<file path="config.mk">
export PLATFORM = sky130hd
export DESIGN_NAME = seg_reader
export DESIGN_NICKNAME = d
export VERILOG_FILES = /design/src/rtl/seg_pkg.sv /design/src/rtl/seg_to_hex.sv /design/src/rtl/seg_reader.sv
export SDC_FILE = /design/constraint.sdc
export NUM_CORES = 1
export LEC_CHECK = 0
export CAP_MARGIN = 20
export CORE_UTILIZATION = 53
export CTS_BUF_LIST = sky130_fd_sc_hd__clkbuf_4 sky130_fd_sc_hd__clkbuf_8 sky130_fd_sc_hd__clkbuf_16
export CTS_CLUSTER_SIZE = 28
export DETAILED_ROUTE_END_ITERATION = 6
export PLACE_DENSITY = 0.84
export SYNTH_ARGS = -nofsm -noshare
export SYNTH_HDL_FRONTEND = slang
export SYNTH_SLANG_ARGS = --single-unit
</file>
<file path="constraint.sdc">
create_clock -name Clk -period 2.1 [get_ports Clk]
set_input_delay 0.315 -clock Clk [delete_from_list [all_inputs] [get_ports Clk]]
set_output_delay 0.315 -clock Clk [all_outputs]
set_load 0.05 [all_outputs]
</file>
<file path="src/rtl/seg_pkg.sv">
// Shared types for the seven-segment reader: pattern type, legal glyph codes and FSM states.
package seg_pkg;

    typedef logic [0:6] seg_t;

    // Active-low patterns, listed as seg[0:6] = a..g.
    localparam seg_t GLYPH_0   = 7'b0000001;
    localparam seg_t GLYPH_1   = 7'b1001111;
    localparam seg_t GLYPH_2   = 7'b0010010;
    localparam seg_t GLYPH_3   = 7'b0000110;
    localparam seg_t GLYPH_4   = 7'b1001100;
    localparam seg_t GLYPH_5   = 7'b0100100;
    localparam seg_t GLYPH_6   = 7'b0100000;
    localparam seg_t GLYPH_7   = 7'b0001111;
    localparam seg_t GLYPH_8   = 7'b0000000;
    localparam seg_t GLYPH_9   = 7'b0001100;
    localparam seg_t GLYPH_A   = 7'b0001000;
    localparam seg_t GLYPH_B   = 7'b1100000;
    localparam seg_t GLYPH_C   = 7'b0110001;
    localparam seg_t GLYPH_D   = 7'b1000010;
    localparam seg_t GLYPH_E   = 7'b0110000;
    localparam seg_t GLYPH_F   = 7'b0111000;
    localparam seg_t SEG_BLANK = 7'b1111111;

    typedef enum logic [1:0] {
        IDLE,
        SETTLE,
        REPORT,
        WAIT_CHANGE
    } state_t;

endpackage

</file>
<file path="src/rtl/seg_to_hex.sv">
// Combinational decode of one seven-segment pattern into a hex nibble plus blank/error flags.
module seg_to_hex
    import seg_pkg::*;
(
    input  logic [0:6] seg,
    output logic [3:0] data,
    output logic       blank,
    output logic       error
);

    // Anything that is neither a glyph nor all-off is flagged as an error with data 0.
    always_comb begin
        data  = 4'd0;
        blank = 1'b0;
        error = 1'b0;
        case (seg)
            GLYPH_0:   data = 4'h0;
            GLYPH_1:   data = 4'h1;
            GLYPH_2:   data = 4'h2;
            GLYPH_3:   data = 4'h3;
            GLYPH_4:   data = 4'h4;
            GLYPH_5:   data = 4'h5;
            GLYPH_6:   data = 4'h6;
            GLYPH_7:   data = 4'h7;
            GLYPH_8:   data = 4'h8;
            GLYPH_9:   data = 4'h9;
            GLYPH_A:   data = 4'hA;
            GLYPH_B:   data = 4'hB;
            GLYPH_C:   data = 4'hC;
            GLYPH_D:   data = 4'hD;
            GLYPH_E:   data = 4'hE;
            GLYPH_F:   data = 4'hF;
            SEG_BLANK: blank = 1'b1;
            default:   error = 1'b1;
        endcase
    end

endmodule

</file>
<file path="src/rtl/seg_reader.sv">
// Debounced seven-segment reader: reports each newly stable pattern once over a valid/ready handshake.
// Optional SEG_READER_ERRCNT_EN adds a saturating err_count output.
module seg_reader
    import seg_pkg::*;
#(
    parameter int STABLE_CYCLES = 4
) (
    input  logic       Clk,
    input  logic       Reset,
    input  logic [0:6] seg,
    input  logic       seg_en,
    input  logic       out_ready,
    output logic       out_valid,
    output logic [3:0] data,
    output logic       blank,
    output logic       error
`ifdef SEG_READER_ERRCNT_EN
    ,
    output logic [7:0] err_count
`endif
);

    localparam int             CW      = $clog2(STABLE_CYCLES + 1);
    localparam logic [CW-1:0]  CNT_MAX = CW'(STABLE_CYCLES);
    localparam logic [CW-1:0]  CNT_ONE = CW'(1);

    state_t        state_q, state_d;
    logic [CW-1:0] cnt_q, cnt_d;
    seg_t          cand_q, cand_d;
    logic          valid_q, valid_d;
    logic [3:0]    data_q, data_d;
    logic          blank_q, blank_d;
    logic          error_q, error_d;

    logic [3:0]    dec_data;
    logic          dec_blank;
    logic          dec_error;

    seg_to_hex u_dec (
        .seg   (cand_q),
        .data  (dec_data),
        .blank (dec_blank),
        .error (dec_error)
    );

    always_ff @(posedge Clk) begin
        if (Reset) begin
            state_q <= IDLE;
            cnt_q   <= '0;
            cand_q  <= SEG_BLANK;
            valid_q <= 1'b0;
            data_q  <= 4'd0;
            blank_q <= 1'b0;
            error_q <= 1'b0;
        end else begin
            state_q <= state_d;
            cnt_q   <= cnt_d;
            cand_q  <= cand_d;
            valid_q <= valid_d;
            data_q  <= data_d;
            blank_q <= blank_d;
            error_q <= error_d;
        end
    end

    // cand doubles as the last reported pattern while in REPORT and WAIT_CHANGE.
    always_comb begin
        state_d = state_q;
        cnt_d   = cnt_q;
        cand_d  = cand_q;
        valid_d = valid_q;
        data_d  = data_q;
        blank_d = blank_q;
        error_d = error_q;
        case (state_q)
            IDLE: begin
                if (seg_en) begin
                    cand_d  = seg;
                    cnt_d   = CNT_ONE;
                    state_d = SETTLE;
                end
            end
            SETTLE: begin
                if (!seg_en) begin
                    state_d = IDLE;
                end else if (cnt_q == CNT_MAX) begin
                    data_d  = dec_data;
                    blank_d = dec_blank;
                    error_d = dec_error;
                    valid_d = 1'b1;
                    state_d = REPORT;
                end else if (seg != cand_q) begin
                    cand_d = seg;
                    cnt_d  = CNT_ONE;
                end else begin
                    cnt_d = cnt_q + CNT_ONE;
                end
            end
            REPORT: begin
                if (valid_q && out_ready) begin
                    valid_d = 1'b0;
                    state_d = WAIT_CHANGE;
                end
            end
            WAIT_CHANGE: begin
                if (!seg_en || (seg != cand_q)) begin
                    state_d = IDLE;
                end
            end
            default: state_d = IDLE;
        endcase
    end

`ifdef SEG_READER_ERRCNT_EN
    // Counts accepted error reports, saturating at 255.
    always_ff @(posedge Clk) begin
        if (Reset) begin
            err_count <= 8'd0;
        end else if ((state_q == REPORT) && valid_q && out_ready && error_q
                     && (err_count != 8'hFF)) begin
            err_count <= err_count + 8'd1;
        end
    end
`endif

    assign out_valid = valid_q;
    assign data      = data_q;
    assign blank     = blank_q;
    assign error     = error_q;

endmodule

</file>
==> results by group <==
Power and ir drop
  – Leak: 0.5404 nW
  – VDD IR-drop max: 0.0004483 V
  – P per Cell Area: 502.6 nW/µm²

Floorplan
  – Num rows: 16
  – Die width: 49.93 µm
  – Die Height: 49.93 µm
  – Initial Util: 0.5904
  – IO Count: 18
  – Die Area: roughly 2500 µm²
  – Area of the core: 2062 µm²

CTS
  – CTS clk-pin slew, worst paths: 100 ps
  – CTS tree: done
  – Setup Buffers After CTS: 0
  – CTS resizes: 0
  – Num CTS Buffers: 3
  – Num Clock Sinks: 19
  – Clock latency on the worst-skew pair: a little under 300 ps
  – Root Buffer Master: clkbuf_4
  – CTS HTree Levels: 1
  – Clock Tree Buf Depth: 2
  – Hold Buf Count CTS: 0

Worst setup path
  – Worst path top cell family by delay: buffers and inverters
  – Setup crit end kind: primary output
  – CP max stage delay: 810 ps
  – Crit-path max FO: 2
  – Slowest cell on crit path: clkdlybuf4s50_1
  – Critical path cell sequence: clkdlybuf4s50_1
  – Buf/Inv on CP: 1
  – Crit start category: flop
  – Reg2Reg Setup Slack: 330 ps
  – Required time worst endpoint: 1780 ps
  – Crit path kind: reg -> out
  – CP Data Arrival Time: 1470 ps

Logic synthesis
  – Synth Register Bits: 19
  – Register area share after synthesis: 0.3124
  – Post-Syn Instances: 150
  – Avg Cell Area, Syn: 8.116 µm²
  – Synth warn: 0
  – Syn_nets: 163
  – Mapped Area: about 1200 µm²
  – Unique masters post-synth: 42

STA
  – Total Neg Setup Slack: 0 ps
  – Final setup fails: 0
  – Final Hold Viols: 0
  – Max_slew headroom: 0.5999
  – Fin crit period: 1785 ps
  – Final Max Slew Viols: 0
  – Period utilization: 0.8498
  – RSZ-0062 raised after global routing: no
  – Setup Skew: 2.065 ps
  – Fin Hold WS: 481.1 ps
  – Worst slew pin tran: ~590 ps
  – F_max: about 560 MHz

Detailed routing
  – Final ANT Viol Nets: 0
  – Vias: about 1200
  – Detailed Route Iter0 Violations: 26
  – Drt pass-1 iters: 4
  – DRC: 0
  – Routed len/inst: 14.10 µm
  – Final WL: 2.778 mm
  – Via density: 6.000

GRT
  – GRT Total Usage: 0.2511
  – Global-route wire length before repair: ~5 mm
  – Vias in the first global route: 1118
  – Initial antenna violation count: 0
  – Grt total ovfl: 0
  – Largest net degree at the start of global routing: 14

Layout
  – Most common cell after layout, fill and taps aside: dfxtp_1
  – Area Growth Syn to Fin: 20.66%
  – Layout cell share with drive strength beyond 1: 0.1118
  – Commonest non-fill, non-tap cells in the layout: 19 x dfxtp_1, 17 x clkdlybuf4s50_1, 13 x nand2_1
  – Post-Layout Inst Area: 1469 µm²
  – ANT cells: 0
  – Layout Cells excl Fill: 197
  – Post-layout nets: 184

Place
  – Dpl hpwl: 2.150 mm
  – Dpl cells: a little under 200
  – Port bufs: 17
  – DP Area: between 1000 and 1500 µm²
  – Placer Congestion: 0.8671

Min path
  – Worst min path class: reg -> reg

Outcome
  – Outcome: finished, final reports clean

Job
  – Number of max-cap violations: 0
[flip-flops by register name (all words and copies together) (netlist names), named ones only]
register / cells
blank: 1
cnt_q: 3
state_q: 1
data: 4
error: 1
cand_q: 7
out_valid: 1
[layer usage]
metal / track usage / vias up / share of wire
met3: 0.05556 / 2 / 0.062
met1: 0.2961 / 538 / 0.42
met5: 0 / - / 0
met4: 0.03810 / 0 / 0.0036
li1: - / 592 / -
met2: 0.4640 / 50 / 0.51
[cells in the mapped netlist (all sizes together)]
cell type	number	area [µm²]
or3	1	6.260
o211a	1	10.01
a41o	1	10.01
nand4	2	12.51
o21a	8	60.06
o2111ai	1	8.760
nor3	4	20.02
and2	1	6.260
a2bb2oi	1	8.760
nand3	7	35.03
xor2	3	26.28
xnor2	6	52.55
a21oi	8	40.04
nand4b	1	8.760
ha	2	25.02
clkbuf	3	11.26
a32oi	1	8.760
o32ai	1	8.760
or2	1	6.260
o21ai	6	30.03
dfxtp	19	380.4
inv	4	15.01
nor4b	3	26.28
or4	2	18.77
a41oi	1	8.760
a31oi	4	25.02
nor2	11	43.80
a211o	7	61.31
a211oi	1	7.510
nand2	13	48.80
nand2b	4	25.02
nor2b	3	18.77
nor3b	3	27.52
nand3b	3	22.52
nor4	2	27.53
o22ai	3	18.77
buf	8	46.29
[cell type report]
| cell class | count | area [µm²] |
|---|---|---|
| inverters | 4 | 15.01 |
| multi-input cells | 116 | 764.5 |
| fillers | 170 | 593.1 |
| repair buffers | 27 | 245.2 |
| flip-flops and latches | 19 | 380.4 |
| clock buffers | 4 | 30.03 |
| well taps | 27 | 33.78 |
[power by group]
part	switching [W]	leakage (nW)	internal (W)
Combinational	0.0000808	0.366	0.0000780
Sequential	0.0000156	0.156	0.000372
Clock	0.000105	0.0184	0.0000868
Total	0.000201	0.540	0.000537
[metrics by stage]
stage | utilization | total power [W] | worst slack (ps)
6_report | 0.7124 | 0.0007383 | 315.4
5_1_grt | 0.7124 | 0.0007768 | 129.5
4_1_cts | 0.7124 | 0.0007420 | 314.8
3_5_place_dp | 0.6978 | 0.0005540 | 31.18
3_3_place_gp | 0.6978 | 0.0005466 | 102.5
2_1_floorplan | - | 0.0004996 | 534.6
[path summary, 6_finish.rpt]
| check | startpoint | to | cells after the start |
|---|---|---|---|
| worst max register to register | cand_q[3] | cnt_q[2] | 6 |
| worst min-delay path | error | error | 2 |
| worst min register to register | error | error | 2 |
| worst max-delay path | data[1] | data[1] | 1 |
[worst reg2reg max path: stages (launching register included)]
cell and delay, ps:
dfxtp_1 580, xnor2_1 190, nand2_1 140, nor4_4 310, buf_4 220, nand4b_1 110, a31oi_1 160
[cells by family (layout without fill, tap and decap cells)]
group	after synthesis	after routing	synth area share
XOR/XNOR	9	9	0.06475
buffers and inverters	15	35	0.05960
flip-flops	19	19	0.3124
AND/OR/NAND/NOR	61	61	0.2909
adder cells (fa/ha/maj)	2	2	0.02055
AO/OA/AOI/OAI	44	44	0.2518
No activity file was read; power rests on OpenSTA's default activity.
